--- src/rtl/pacman_pkg.sv ---
// Shared types and constants for the Pac-Man sprite fetch path.
package pacman_pkg;

  typedef enum logic [1:0] {
    DIR_RIGHT = 2'd0,
    DIR_LEFT  = 2'd1,
    DIR_UP    = 2'd2,
    DIR_DOWN  = 2'd3
  } dir_t;

  typedef enum logic {
    ANIM_ASC  = 1'b0,
    ANIM_DESC = 1'b1
  } anim_dir_t;

  localparam int SPRITE_SIZE_DEF = 16;
  localparam int FRAMES_DEF      = 4;

  localparam logic [4:0] PAL_TRANSPARENT = 5'd0;

endpackage

--- src/rtl/pacman_sprite_fetch_anim_sequencer.sv ---
// Mouth animation: divides frame_tick by ANIM_DIV and ping-pongs the frame number.
//   state     | meaning
//   ANIM_ASC  | frame counts up on each step, turns around at FRAMES-1
//   ANIM_DESC | frame counts down on each step, turns around at 0
module anim_sequencer
  import pacman_pkg::*;
#(
  parameter int FRAMES   = FRAMES_DEF,
  parameter int ANIM_DIV = 6,
  parameter int FRAME_W  = 2
) (
  input  logic               Clk,
  input  logic               Reset,
  input  logic               frame_tick,
  input  logic               pac_moving,
  output logic [FRAME_W-1:0] frame
);

  localparam int DIV_W = $clog2(ANIM_DIV + 1);
  localparam logic [FRAME_W-1:0] LAST_FRAME = FRAME_W'(FRAMES - 1);
  localparam logic [DIV_W-1:0]   DIV_LAST   = DIV_W'(ANIM_DIV - 1);

  anim_dir_t        state;
  logic [DIV_W-1:0] divider;

  // A stationary Pac-Man restarts the divider so motion always begins with a full step.
  always_ff @(posedge Clk or posedge Reset) begin
    if (Reset) begin
      state   <= ANIM_ASC;
      divider <= '0;
      frame   <= '0;
    end else if (!pac_moving) begin
      divider <= '0;
    end else if (frame_tick) begin
      if (divider == DIV_LAST) begin
        divider <= '0;
        case (state)
          ANIM_ASC: begin
            if (frame == LAST_FRAME) begin
              frame <= frame - FRAME_W'(1);
              state <= ANIM_DESC;
            end else begin
              frame <= frame + FRAME_W'(1);
            end
          end
          ANIM_DESC: begin
            if (frame == '0) begin
              frame <= frame + FRAME_W'(1);
              state <= ANIM_ASC;
            end else begin
              frame <= frame - FRAME_W'(1);
            end
          end
          default: state <= ANIM_ASC;
        endcase
      end else begin
        divider <= divider + DIV_W'(1);
      end
    end
  end

endmodule

--- src/rtl/pacman_sprite_fetch.sv ---
// Pac-Man sprite fetch: box test, orientation transform and ROM address,
// returning the palette index and hit flag three clocks after DrawX/DrawY.
module pacman_sprite_fetch
  import pacman_pkg::*;
#(
  parameter int SPRITE_SIZE = SPRITE_SIZE_DEF,
  parameter int FRAMES      = FRAMES_DEF,
  parameter int ANIM_DIV    = 6,
  parameter int ADDR_W      = 10
) (
  input  logic              Clk,
  input  logic              Reset,
  input  logic              frame_tick,
  input  logic [9:0]        DrawX,
  input  logic [9:0]        DrawY,
  input  logic [9:0]        pac_x,
  input  logic [9:0]        pac_y,
  input  logic [1:0]        pac_dir,
  input  logic              pac_moving,
  output logic [ADDR_W-1:0] rom_addr,
  input  logic [4:0]        rom_data,
  output logic [4:0]        index,
  output logic              sprite_on
);

  localparam int LOG2_S  = $clog2(SPRITE_SIZE);
  localparam int FRAME_W = (FRAMES > 1) ? $clog2(FRAMES) : 1;

  logic [9:0]         shadow_x, shadow_y;
  dir_t               shadow_dir;
  logic [FRAME_W-1:0] frame;
  logic [10:0]        dx, dy;
  logic [LOG2_S-1:0]  dx_l, dy_l, row, col;
  logic               in_box, in_box_q1, in_box_q2;
  logic [ADDR_W-1:0]  addr_next;

  anim_sequencer #(
    .FRAMES   (FRAMES),
    .ANIM_DIV (ANIM_DIV),
    .FRAME_W  (FRAME_W)
  ) u_anim (
    .Clk        (Clk),
    .Reset      (Reset),
    .frame_tick (frame_tick),
    .pac_moving (pac_moving),
    .frame      (frame)
  );

  // Position and facing only move at frame boundaries to avoid tearing.
  always_ff @(posedge Clk or posedge Reset) begin
    if (Reset) begin
      shadow_x   <= '0;
      shadow_y   <= '0;
      shadow_dir <= DIR_RIGHT;
    end else if (frame_tick) begin
      shadow_x   <= pac_x;
      shadow_y   <= pac_y;
      shadow_dir <= dir_t'(pac_dir);
    end
  end

  // Unsigned wrap pushes pixels left of or above the sprite out of range.
  assign dx     = {1'b0, DrawX} - {1'b0, shadow_x};
  assign dy     = {1'b0, DrawY} - {1'b0, shadow_y};
  assign in_box = (dx < 11'(SPRITE_SIZE)) && (dy < 11'(SPRITE_SIZE));
  assign dx_l   = dx[LOG2_S-1:0];
  assign dy_l   = dy[LOG2_S-1:0];

  // The stored artwork faces right; ~dx_l is S-1-dx for a power-of-two edge.
  always_comb begin
    row = dy_l;
    col = dx_l;
    case (shadow_dir)
      DIR_RIGHT: begin row = dy_l;  col = dx_l;  end
      DIR_LEFT:  begin row = dy_l;  col = ~dx_l; end
      DIR_DOWN:  begin row = dx_l;  col = dy_l;  end
      DIR_UP:    begin row = ~dx_l; col = dy_l;  end
      default:   begin row = dy_l;  col = dx_l;  end
    endcase
  end

  assign addr_next = ADDR_W'(frame) * ADDR_W'(SPRITE_SIZE * SPRITE_SIZE)
                   + ADDR_W'(row) * ADDR_W'(SPRITE_SIZE)
                   + ADDR_W'(col);

  always_ff @(posedge Clk or posedge Reset) begin
    if (Reset) begin
      rom_addr  <= '0;
      in_box_q1 <= 1'b0;
      in_box_q2 <= 1'b0;
      index     <= PAL_TRANSPARENT;
      sprite_on <= 1'b0;
    end else begin
      rom_addr  <= addr_next;
      in_box_q1 <= in_box;
      in_box_q2 <= in_box_q1;
      sprite_on <= in_box_q2 && (rom_data != PAL_TRANSPARENT);
      index     <= (in_box_q2 && (rom_data != PAL_TRANSPARENT)) ? rom_data : PAL_TRANSPARENT;
    end
  end

endmodule

--- config.mk ---
export PLATFORM = sky130hd
export DESIGN_NAME = pacman_sprite_fetch
export DESIGN_NICKNAME = d
export VERILOG_FILES = /design/src/rtl/pacman_pkg.sv /design/src/rtl/pacman_sprite_fetch_anim_sequencer.sv /design/src/rtl/pacman_sprite_fetch.sv
export SDC_FILE = /design/constraint.sdc
export NUM_CORES = 1
export LEC_CHECK = 0
export ABC_AREA = 1
export CAP_MARGIN = 20
export CORE_AREA = 2 2 57 113
export CTS_BUF_LIST = sky130_fd_sc_hd__clkbuf_16
export DETAILED_ROUTE_END_ITERATION = 10
export DIE_AREA = 0 0 59 115
export PLACE_DENSITY = 0.79
export SLEW_MARGIN = 5
export SYNTH_ARGS = -nofsm -noshare
export SYNTH_HDL_FRONTEND = slang
export SYNTH_SLANG_ARGS = --single-unit
--- constraint.sdc ---
create_clock -name Clk -period 2.3 [get_ports Clk]
set_input_delay 0.46 -clock Clk [delete_from_list [all_inputs] [get_ports Clk]]
set_output_delay 0.46 -clock Clk [all_outputs]
set_load 0.01 [all_outputs]
**Word-level counts from Yosys, hierarchy flattened**

Index checks and enable logic that the tools add are counted.

- Bits in latches: 0
- RAM bits: 0
- Register bits after elaboration: 46
- Bits in read-only memories: 0
- Input bits: 51
- Output and inout bits: 16
- Word-level logic and storage cells: 48
- Memories kept: 0

- Add/sub/neg operators: 7
- Bitwise logic cells: 2
- Reduce and logical (&&, ||, !) cells: 8
- Magnitude comparators: 2
- Muxes and demuxes: 12
- Eq/ne operators: 6
- Multipliers: 0
- Shift-type cells: 0
- Divide/modulo/power cells: 0

Operators by type and width:

| kind | count |
|---|---|
| one-hot mux 4 bit (3 select lines) | 2 |
| less-than comparator 11 x 5 -> 1 bit (second input constant) | 2 |
| subtractor 10 x 10 -> 11 bit | 2 |
| adder 10 x 4 -> 10 bit | 1 |
| adder 10 x 8 -> 10 bit | 1 |
| two-way mux 3 bit | 3 |
| == test 2 bit (second input constant) | 3 |
| two-way mux 5 bit | 1 |
| nonzero test 5 bit | 1 |
| zero test 2 bit | 2 |
| two-way mux 2 bit | 2 |
| inverter 4 bit | 1 |
| one-hot mux 2 bit (2 select lines) | 1 |
| OR reduction 2 bit | 2 |
| adder 3 x 1 -> 3 bit (second input constant) | 1 |
| == test 3 bit (second input constant) | 1 |
| AND reduction 3 bit | 1 |
| adder 2 x 1 -> 2 bit (second input constant) | 1 |
| == test 2 x 1 -> 1 bit (second input constant) | 1 |
| logical AND 1 bit | 2 |
| two-way mux 1 bit | 2 |
| != test 2 bit (second input constant) | 1 |
| one-hot mux 1 bit (2 select lines) | 1 |
| subtractor 2 x 1 -> 2 bit (second input constant) | 1 |
| inverter 1 bit | 1 |

**Longest topological paths before layout**

- Depth after elaboration: 5
- Gate-level depth with buffers: 13
- Gate-level depth less buffers: 13

**Modules after synthesis**

Synthesis repeated with hierarchy kept, for this count alone.

- Cells, all modules: 402
- Area, all modules: 2979.1 um^2

Modules (own cells, without submodules):

| module | seq. area each (um^2) | instances | area each (um^2) | cells each |
|---|---|---|---|---|
| pacman_sprite_fetch | 1001.0 | 1 | 2682.6 | 366 |
| anim_sequencer | 150.1 | 1 | 296.5 | 36 |

**Worst setup path before layout**

No wires, ideal clock.

- Path kind: input to register
- Start point: input DrawY[0]
- End point: register in_box_q1
- Data arrival time: 1.737 ns
- Path slack: 0.491 ns
- Setup time: 0.071 ns
- Buffers on the path: 0
- Data required time: 2.229 ns
- Stages: 12
- Cell sequence: inv_1 ha_1 fa_1 inv_1 nand2_1 nand2_1 nand3_1 nand3_1 nand2_1 nor2_1 nand4_1 nor2_1

- Cells in the longest elaborated chain, start to end: 3

Ends and longest elaborated chain:

| element | RTL line | source |
|---|---|---|
| start, declared | pacman_sprite_fetch.sv:15 | `input logic [9:0] DrawY,` |
| subtractor 10 x 10 -> 11 bit | pacman_sprite_fetch.sv:64 | `assign dy = {1'b0, DrawY} - {1'b0, shadow_y};` |
| less-than comparator 11 x 5 -> 1 bit | pacman_sprite_fetch.sv:65 | `assign in_box = (dx < 11'(SPRITE_SIZE)) && (dy < 11'(SPRITE_SIZE));` |
| logical AND 1 bit | pacman_sprite_fetch.sv:65 |  |
| net in_box | pacman_sprite_fetch.sv:34 | `logic in_box, in_box_q1, in_box_q2;` |
| end signal, assigned | pacman_sprite_fetch.sv:95 | `in_box_q1 <= in_box;` |
| end, declared | pacman_sprite_fetch.sv:34 |  |

The timed path passes the listed nets, and every way through them passes these cells.
A chain may end at the register's enable or synchronous reset.

**Worst setup path after layout**

- Start point: input DrawX[0]
- End point: register in_box_q1

- Cells in the longest elaborated chain, start to end: 3

Ends and longest elaborated chain:

| element | RTL line | source |
|---|---|---|
| start, declared | pacman_sprite_fetch.sv:14 | `input logic [9:0] DrawX,` |
| subtractor 10 x 10 -> 11 bit | pacman_sprite_fetch.sv:63 | `assign dx = {1'b0, DrawX} - {1'b0, shadow_x};` |
| less-than comparator 11 x 5 -> 1 bit | pacman_sprite_fetch.sv:65 |  |
| logical AND 1 bit | pacman_sprite_fetch.sv:65 |  |
| net in_box | pacman_sprite_fetch.sv:34 |  |

The timed path passes the listed nets, and every way through them passes these cells.

==> impl_metrics.env <==
export IMPL_ant_nets=0
export IMPL_min_period_over_period_pct=93.2
export IMPL_cp_buffers_inverters=3
export IMPL_critPathMostFrequentCell="nand2_1"
export IMPL_antenna_found_initial=0
export IMPL_hp_class="flop to flop"
export IMPL_place_port_buffers=66
export IMPL_slowest_delay_ps=460
export IMPL_place_hpwl_um=5080
export IMPL_drc=0
export IMPL_yosysSeqAreaShare_pct=39.2
export IMPL_fin_crit_ps=2140
export IMPL_core_area_um2=5910
export IMPL_required_ps=2520
export IMPL_finalMaxSlewViolations=0
export IMPL_die_h_um=115
export IMPL_min_to="in_box_q2"
export IMPL_rr_startpoint="shadow_x[0]"
export IMPL_critPathArrivalTime_ps=2370
export IMPL_criticalPathCategory="primary input to flop"
export IMPL_rsz0062_at_grt="false"
export IMPL_synth_flop_cell="dfrtp_1"
export IMPL_syn_area_um2=2930
export IMPL_wire_per_inst_um=11.6
export IMPL_vias=2738
export IMPL_fin_skew_ps=5.21
export IMPL_grt_overflow_total=0
export IMPL_ios=67
export IMPL_drt_pass1_iterations=4
export IMPL_cp_max_fo=3
export IMPL_finalWeightedCongestion=0.843
export IMPL_start_util_pct=49.7
export IMPL_post_place_ws_ps=-133
export IMPL_wirelength_um=6320
export IMPL_drv_cap=0
export IMPL_crit_start="DrawX[0]"
export IMPL_rrSetupSlack_ps=430
export IMPL_synth_distinct_cells=29
export IMPL_cts_tree="yes"
export IMPL_setup_viol=0
export IMPL_yosys_warnings=0
export IMPL_syn_nets=480
export IMPL_ys_ff_latch=46
export IMPL_std_cell_rows=40
export IMPL_path_clk_slew_ps=60
export IMPL_vdd_ir_drop_max_mv=0.533
export IMPL_yosysMostFrequentCell="nand2_1"
export IMPL_start_kind="primary input"
export IMPL_cts_hold_buf=0
export IMPL_clock_sinks=46
export IMPL_crit_path_top_delay_cell="clkdlybuf4s50_1"
export IMPL_grt_usage_pct=20.3
export IMPL_die_width_um=59
export IMPL_synth_edf_count=0
export IMPL_root_buffer="clkbuf_16"
export IMPL_h_tree_depth=2
export IMPL_crit_family="simple AND/OR/NAND/NOR gates"
export IMPL_synthCells=407
export IMPL_status="finished, final reports clean"
export IMPL_hold_path_startpoint="in_box_q1"
export IMPL_ys_top_cells_by_count="121 x nand2_1, 73 x inv_1, 46 x dfrtp_1"
export IMPL_async_flop_share_pct=100
export IMPL_fin_nets=553
export IMPL_path_cells="clkdlybuf4s50_1, inv_1, ha_1, fa_1, inv_1, nand2_1, nand2_1, nand3_1, nand3_1, nand2_1, nor2_1, nand4_1, nor2_1"
export IMPL_avgSynthCellArea_um2=7.21
export IMPL_clkLatencyLatePin_ps=290
export IMPL_p_per_area_nw_per_um2=665
export IMPL_dieArea_um2=6790
export IMPL_layout_drive_gt1_share_pct=6.03
export IMPL_synth_top_area_share_pct=39.2
export IMPL_worst_slew_pin_slew_ps=398
export IMPL_cts_buffer_depth=2
export IMPL_ys_top_cells_by_area="dfrtp_1 39%, nand2_1 15%, inv_1 9.3%"
export IMPL_grt_pass1_wl_um=10700
export IMPL_utilization_pct=65.4
export IMPL_grt_pass1_vias=2545
export IMPL_synth_area_leader_cell="dfrtp_1"
export IMPL_power_leakage_nw=2.05
export IMPL_fmax_mhz=466
export IMPL_relSlewSlack_pct=73.4
export IMPL_r2r_end="in_box_q1"
export IMPL_worstHoldPathCells=0
export IMPL_endpoint_kind="flop"
export IMPL_final_hold_violation_count=0
export IMPL_worstRegToRegCells=11
export IMPL_grt_max_degree=23
export IMPL_drt_initial_drc_count=104
export IMPL_area_growth_pct=31.7
export IMPL_final_setup_tns_ps=0
export IMPL_numCtsBuffers=5
export IMPL_worst_slack_ps=156
export IMPL_via_per_inst=5.03
export IMPL_antenna_cells=0
==> stage by stage <==
stage / total power [W] / cell area (µm²) / hold WS (ps) / cells
after global routing: 0.00272 / 3860 / 430 / 544
after global placement: 0.00174 / 3690 / 402 / 536
after detailed placement: 0.00176 / 3690 / 410 / 536
final: 0.00257 / 3860 / 422 / 544
after CTS: 0.00259 / 3860 / 424 / 544
after floorplan: 0.00146 / 2930 / 331 / 407
==> where the power goes <==
group	switching [W]	internal [W]	leakage [nW]
clock network	0.000312	0.000509	0.0812
registers	0.0000458	0.000903	0.582
logic	0.000428	0.000372	1.38
total	0.000786	0.00178	2.05
==> flip-flops by register name (all words and copies together), names as in the netlist, 2 cells and up <==
signal	count
rom_addr	10
shadow_x	10
shadow_y	10
index	5
u_anim.divider	3
shadow_dir	2
u_anim.frame	2
==> cell type report <==
class                      count  area (µm²)
sequential                    46        1150
clock buffer                   5         125
fill                         523        2040
inverter                      77         289
clock inverter                 3        41.3
tap                           63        78.8
multi-input combinational    277        1470
timing repair buffer          73         713
==> repair_timing <==
action	CTS	global route
setup buffers	0	0
setup endpoints to repair	0	1
resized for setup	0	1
==> worst max-delay path by stage <==
stage	endpoint	slack, ps	cells after the start
final	in_box_q1	160	13
after global routing	in_box_q1	0.3	13
after CTS	in_box_q1	120	12
after detailed placement	in_box_q1	-130	13
after global placement	in_box_q1	-80	13
after floorplan	in_box_q1	490	12
==> cell usage in the layout (no fill, tap or decap), drive strengths merged <==
| cell type | count |
|---|---|
| nand4 | 4 |
| bufinv | 1 |
| xor2 | 4 |
| clkinvlp | 1 |
| nor3 | 2 |
| o221ai | 2 |
| o31ai | 2 |
| nand3 | 30 |
| mux2i | 1 |
| xnor2 | 4 |
| ha | 20 |
| dfrtp | 46 |
| o21bai | 2 |
| a31oi | 2 |
| nor2 | 31 |
| a21o | 1 |
| a21oi | 13 |
| clkinv | 2 |
| fa | 2 |
| nand2 | 128 |
| clkbuf | 5 |
| o21ai | 28 |
| clkdlybuf4s50 | 66 |
| inv | 76 |
| or2 | 1 |
| buf | 7 |
==> layer usage <==
layer	GRT usage (%)	wire [µm]	part of all wire, %	vias to the layer above
li1	-	-	-	1419
met1	22.7	2550	40	1230
met2	36.4	3390	54	74
met3	3.49	217	3.4	15
met4	9.09	169	2.7	0
met5	0	0	0	-
==> cell families (layout without fill, tap and decap cells) <==
family | Yosys count | after routing | share of synthesized area [%]
multiplexers | 1 | 1 | 0.341
AND/OR/NAND/NOR | 196 | 196 | 27.8
XOR/XNOR | 8 | 8 | 2.39
buffers and inverters | 84 | 158 | 10.9
flip-flops | 46 | 46 | 39.2
AO/OA/AOI/OAI | 50 | 50 | 9.42
adder cells (fa/ha/maj) | 22 | 22 | 9.89
(Power assumes the default switching activity.)
